==> config.mk <==
export PLATFORM = sky130hd
export DESIGN_NAME = regfile_wb_scheduler
export DESIGN_NICKNAME = d
export VERILOG_FILES = /design/src/rtl/cpu_pkg.sv /design/src/rtl/reg_scoreboard.sv /design/src/rtl/regfile_wb_scheduler.sv
export SDC_FILE = /design/constraint.sdc
export NUM_CORES = 1
export LEC_CHECK = 0
export ABC_AREA = 1
export CAP_MARGIN = 20
export CORE_MARGIN = 2
export CORE_UTILIZATION = 41
export DETAILED_ROUTE_END_ITERATION = 16
export PLACE_DENSITY = 0.78
export SETUP_SLACK_MARGIN = 0.02
export SKIP_CTS_REPAIR_TIMING = 1
export SYNTH_ARGS = -nofsm -noshare
export SYNTH_HDL_FRONTEND = slang
export SYNTH_SLANG_ARGS = --single-unit
==> constraint.sdc <==
create_clock -name clk -period 2.2 [get_ports clk]
set_input_delay 0.33 -clock clk [delete_from_list [all_inputs] [get_ports clk]]
set_output_delay 0.33 -clock clk [all_outputs]
set_load 0.03 [all_outputs]
==> src/rtl/cpu_pkg.sv <==
// Shared CPU core types: register address, data word and register count.
package cpu_pkg;

    localparam int CPU_ADDR_WIDTH = 5;
    localparam int CPU_DATA_WIDTH = 32;
    localparam int NUM_REGS       = 2 ** CPU_ADDR_WIDTH;

    typedef logic [CPU_ADDR_WIDTH-1:0] reg_addr_t;
    typedef logic [CPU_DATA_WIDTH-1:0] xlen_t;

endpackage

==> src/rtl/reg_scoreboard.sv <==
// Per-register busy bits for in-flight long-latency results, with three
// combinational hazard lookups and a sticky error for clears of idle registers.
module reg_scoreboard
    import cpu_pkg::*;
#(
    parameter int ADDR_WIDTH = CPU_ADDR_WIDTH
) (
    input  logic                  clk,
    input  logic                  rst,
    input  logic                  set_en,
    input  logic [ADDR_WIDTH-1:0] set_addr,
    input  logic                  clr_en,
    input  logic [ADDR_WIDTH-1:0] clr_addr,
    input  logic [ADDR_WIDTH-1:0] rs1,
    input  logic [ADDR_WIDTH-1:0] rs2,
    input  logic [ADDR_WIDTH-1:0] rd,
    output logic                  busy_rs1,
    output logic                  busy_rs2,
    output logic                  busy_rd,
    output logic                  sb_err
);

    localparam int NREGS = 2 ** ADDR_WIDTH;

    logic [NREGS-1:0] busy;

    // NOTE: the busy array is plain flops, so it must be reset explicitly; a
    // stale bit after reset would stall decode forever.
    always_ff @(posedge clk) begin
        if (rst) begin
            busy   <= '0;
            sb_err <= 1'b0;
        end else begin
            if (clr_en && clr_addr != '0) begin
                busy[clr_addr] <= 1'b0;
                if (!busy[clr_addr])
                    sb_err <= 1'b1;
            end
            // NOTE: the later non-blocking assignment wins, so set beats clear.
            if (set_en && set_addr != '0)
                busy[set_addr] <= 1'b1;
        end
    end

    // busy[0] is never written, so x0 lookups read zero.
    assign busy_rs1 = busy[rs1];
    assign busy_rs2 = busy[rs2];
    assign busy_rd  = busy[rd];

endmodule

==> src/rtl/regfile_wb_scheduler.sv <==
// Arbitrates the single register-file write port between pipeline writeback
// and a long-latency unit, and raises the decode stall for LU hazards.
module regfile_wb_scheduler
    import cpu_pkg::*;
#(
    parameter int DATA_WIDTH      = CPU_DATA_WIDTH,
    parameter int ADDR_WIDTH      = CPU_ADDR_WIDTH,
    parameter int STARVE_LIMIT    = 4,
    parameter int MAX_OUTSTANDING = 4
) (
    input  logic                  clk,
    input  logic                  rst,
    input  logic                  id_valid,
    input  logic [ADDR_WIDTH-1:0] id_rs1,
    input  logic [ADDR_WIDTH-1:0] id_rs2,
    input  logic [ADDR_WIDTH-1:0] id_rd,
    input  logic                  id_rd_we,
    input  logic                  id_long,
    output logic                  id_stall,
    input  logic                  wb_valid,
    input  logic [ADDR_WIDTH-1:0] wb_waddr,
    input  logic [DATA_WIDTH-1:0] wb_wdata,
    input  logic                  lu_valid,
    input  logic [ADDR_WIDTH-1:0] lu_waddr,
    input  logic [DATA_WIDTH-1:0] lu_wdata,
    output logic                  lu_ready,
    output logic                  reg_wr,
    output logic [ADDR_WIDTH-1:0] waddr,
    output logic [DATA_WIDTH-1:0] wdata,
    output logic                  sb_err
);

    localparam int OW = $clog2(MAX_OUTSTANDING + 1);
    localparam int SW = (STARVE_LIMIT > 2) ? $clog2(STARVE_LIMIT) : 1;

    logic [OW-1:0] outstanding;
    logic [SW-1:0] starve_cnt;
    logic          starve_stall;
    logic          hz_rs1, hz_rs2, busy_rd;
    logic          full_long, lu_commit, lu_blocked, long_issue;

    // NOTE: every output gets a default first so this block cannot infer latches.
    always_comb begin
        reg_wr   = 1'b0;
        lu_ready = 1'b0;
        waddr    = '0;
        wdata    = '0;
        if (!rst) begin
            if (wb_valid) begin
                reg_wr = (wb_waddr != '0);
                waddr  = wb_waddr;
                wdata  = wb_wdata;
            end else if (lu_valid) begin
                lu_ready = 1'b1;
                reg_wr   = (lu_waddr != '0);
                waddr    = lu_waddr;
                wdata    = lu_wdata;
            end
        end
    end

    assign lu_commit  = lu_valid & lu_ready;
    assign lu_blocked = lu_valid & ~lu_ready;
    assign full_long  = id_long & (outstanding == OW'(MAX_OUTSTANDING));
    assign id_stall   = rst | (id_valid & (hz_rs1 | hz_rs2 | (id_rd_we & busy_rd)
                                           | full_long | starve_stall));
    assign long_issue = id_valid & ~id_stall & id_long;

    reg_scoreboard #(.ADDR_WIDTH(ADDR_WIDTH)) u_scoreboard (
        .clk      (clk),
        .rst      (rst),
        .set_en   (long_issue & id_rd_we),
        .set_addr (id_rd),
        .clr_en   (lu_commit),
        .clr_addr (lu_waddr),
        .rs1      (id_rs1),
        .rs2      (id_rs2),
        .rd       (id_rd),
        .busy_rs1 (hz_rs1),
        .busy_rs2 (hz_rs2),
        .busy_rd  (busy_rd),
        .sb_err   (sb_err)
    );

    // NOTE: sequential state uses non-blocking assignments only.
    always_ff @(posedge clk) begin
        if (rst) begin
            outstanding <= '0;
        end else if (long_issue && !lu_commit && outstanding != OW'(MAX_OUTSTANDING)) begin
            outstanding <= outstanding + 1'b1;
        end else if (!long_issue && lu_commit && outstanding != '0) begin
            outstanding <= outstanding - 1'b1;
        end
    end

    // A blocked LU eventually freezes issue so the pipeline drains and WB idles.
    always_ff @(posedge clk) begin
        if (rst) begin
            starve_cnt   <= '0;
            starve_stall <= 1'b0;
        end else begin
            if (lu_blocked) begin
                if (starve_cnt == SW'(STARVE_LIMIT - 1))
                    starve_stall <= 1'b1;
                else
                    starve_cnt <= starve_cnt + 1'b1;
            end else begin
                starve_cnt <= '0;
            end
            if (lu_commit)
                starve_stall <= 1'b0;
        end
    end

endmodule
==> impl_metrics.toml <==
[outcome]
outcome = "complete, but fails checks"
failed_checks = "setup timing"

[clock_tree]
cts_made_buffers = 5
cts_tree = "built"
clkSinkCount = 39
clkLatencyLatePin_ps = 290
htreeDepth = 2
clk_path_buf_depth = 2
clkTransAtPathRegs_ps = 80
root_buffer = "clkbuf_8"

[critical_path]
critPathRequiredTime_ps = 2390
worstSetupPathType = "in -> reg"
cp-end-kind = "flip-flop"
cp.arrival_ps = 2500
critical_path.max_fanout = 5
cp-start-kind = "primary input"

[routing]
dr.pass1.iters = 5
via_per_inst = 5.75
routedWlPerCell_um = 17.9
vias = 5363
drtIter0Drc = 686
drc = 0
wl_um = 16700
ant_nets = 0

[sta]
slew_viol_final = 0
worst_slew_margin_rel = 0.639
finalCritPeriodShare = 1.05
worst_slack_ps = -114
skew_ps = 5.15
hold_ws_ps = 484
grt_setup_unrepaired = "yes"
max_freq_ghz = 0.432
setup_viol = 8
final-hold-violation-count = 0
worst_pin_slew_ps = 537
period_minus_slack_ps = 2310

[floorplanning]
pin_count = 137
dieWidth_um = 97.7
core_area_um2 = 8640
start_util = 0.417
rows = 34
dieArea_um2 = 9550
die_h_um = 97.7

[logic_synthesis]
synth_top_area_share = 0.217
syn_area_um2 = 3600
synthTopCellsByArea = "dfxtp_1 22%, nand2_1 20%, nand3_1 13%"
syn-num-nets = 740
yosys_warnings = 0
yosysTopAreaCell = "dfxtp_1"
synth_cells = 642
synthDistinctLibCells = 31
avgSynthCellArea_um2 = 5.61
ys_seq_elements = 39
yosysSeqAreaShare = 0.217

[grt]
grt_max_degree = 40
grt_use_total = 0.320
grt-ovfl-total = 0
grt_pass1_wl_um = 24600
antenna_found_initial = 0
grt_pass1_vias = 4806

[power]
power.total_uw = 2060
power_leakage_uw = 0.00261
powerDensity_nw_per_um2 = 351
vdd_ir_drop_max_mv = 0.261
switching_share = 0.351
p_int_uw = 1330
power_frac_seq = 0.352
p_clk_frac = 0.232
comb_power_share = 0.416
p_sw_uw = 722

[placement]
routabilityCongestion = 0.986
dp_hpwl_um = 12600
io_buffers = 136
pre_cts_ws_ps = -810
placedInstanceArea_um2 = 5410

[run]
max_cap_violations = 0

[finish]
final_nets = 921
insertedDiodeCount = 0
drive_above_1_share = 0.228
area_growth_pct = 62.7
design_area_um2 = 5860

[min_path]
hold_path.class = "reg -> reg"
## state kept, by name, summed over array words and instances, names as in the netlist
register,flops
outstanding,3
starve_cnt,2
starve_stall,1
u_scoreboard.busy,32
u_scoreboard.sb_err,1
## synth_stat cells
| master | number |
|---|---|
| a2111oi_0 | 1 |
| a21oi_1 | 39 |
| a22o_1 | 32 |
| a22oi_1 | 1 |
| a41o_1 | 1 |
| buf_1 | 2 |
| buf_2 | 8 |
| buf_4 | 4 |
| buf_6 | 1 |
| clkbuf_1 | 18 |
| clkinv_1 | 2 |
| dfxtp_1 | 39 |
| fa_1 | 1 |
| ha_1 | 1 |
| inv_1 | 74 |
| inv_2 | 2 |
| nand2_1 | 195 |
| nand3_1 | 94 |
| nand3_2 | 1 |
| nand3b_1 | 1 |
| nand4_1 | 2 |
| nor2_1 | 45 |
| nor2_4 | 1 |
| nor3_1 | 18 |
| o2111ai_1 | 1 |
| o211ai_1 | 6 |
| o21ai_0 | 43 |
| o221ai_1 | 1 |
| o22ai_1 | 6 |
| o41ai_1 | 1 |
| xor2_1 | 1 |
## layer usage
| metal | share of wire | track usage | wire length, um |
|---|---|---|---|
| met1 | 0.42 | 0.455 | 7020 |
| met2 | 0.45 | 0.490 | 7460 |
| met3 | 0.098 | 0.0583 | 1640 |
| met4 | 0.033 | 0.109 | 551 |
| met5 | 0 | 0 | 0 |
## power by group through the flow
stage	Combinational, uW	Sequential, uW	Clock, uW
4_1_cts	778	723	478
3_5_place_dp	775	740	0
5_1_grt	906	726	513
2_1_floorplan	367	740	0
3_3_place_gp	763	739	0
6_report	855	725	476
## stage by stage
step / TNS (ps) / utilization / instances
floorplan: -35.9 / - / 642
global placement: -20730 / 0.626 / 917
detailed placement: -21630 / 0.626 / 917
CTS: -11820 / 0.635 / 925
global route: -4860 / 0.678 / 932
finish: -321 / 0.678 / 932
## area by class of cell
cell class | count | area (um^2)
multi-input cells | 492 | 2590
clock inverters | 1 | 5.00
repair inverters | 1 | 7.51
fillers | 760 | 2780
repair buffers | 206 | 1940
well taps | 108 | 135
flip-flops and latches | 39 | 787
clock buffers | 7 | 76.3
inverters | 78 | 310
## placed cells by master, fill, tap and decap left out, drive strengths merged, types with 2 or more instances in the layout
cell           netlist  layout
nand4                2       2
nor2                46      46
dlymetal6s2s         0       7
a22o                32      32
o211ai               6       6
clkdlybuf4s50        0      87
o22ai                6       6
nand2              195     195
dfxtp               39      39
inv                 76      76
nor3                18      18
clkinvlp             0       3
nand3               95      95
buf                 15     108
o21ai               43      43
clkbuf              18      11
a21oi               39      39
## cells by family (layout without fill, tap and decap cells)
kind of cell / Yosys count / after routing / synth area share
flops: 39 / 39 / 0.217
simple gates: 357 / 357 / 0.417
buf+inv: 111 / 293 / 0.125
compound gates: 132 / 132 / 0.229
fa+ha+maj: 2 / 2 / 0.00904
xor+xnor: 1 / 1 / 0.00243
## critical path, stage by stage
cell and delay [ps]:
clkdlybuf4s50_1 530, inv_2 150, nand3_1 110, nand3_1 80
nand2_1 60, nand2_1 60, nand2_1 50, nor2_1 120
nand2_2 100, nand2_2 70, nand4_1 140, fa_2 390
nand2_1 130, nand3_2 70, nand2_1 70, nor2_1 40
## final timing paths
path	start	to	slack (ps)	depth (start not counted)
setup / recovery	id_rs2[2]	outstanding[2]	-110	16
hold / removal	u_scoreboard.sb_err	u_scoreboard.sb_err	480	2
setup reg to reg	u_scoreboard.busy[21]	outstanding[2]	-110	20
hold reg to reg	u_scoreboard.sb_err	u_scoreboard.sb_err	480	2
No activity file was read; power rests on OpenSTA's default activity.
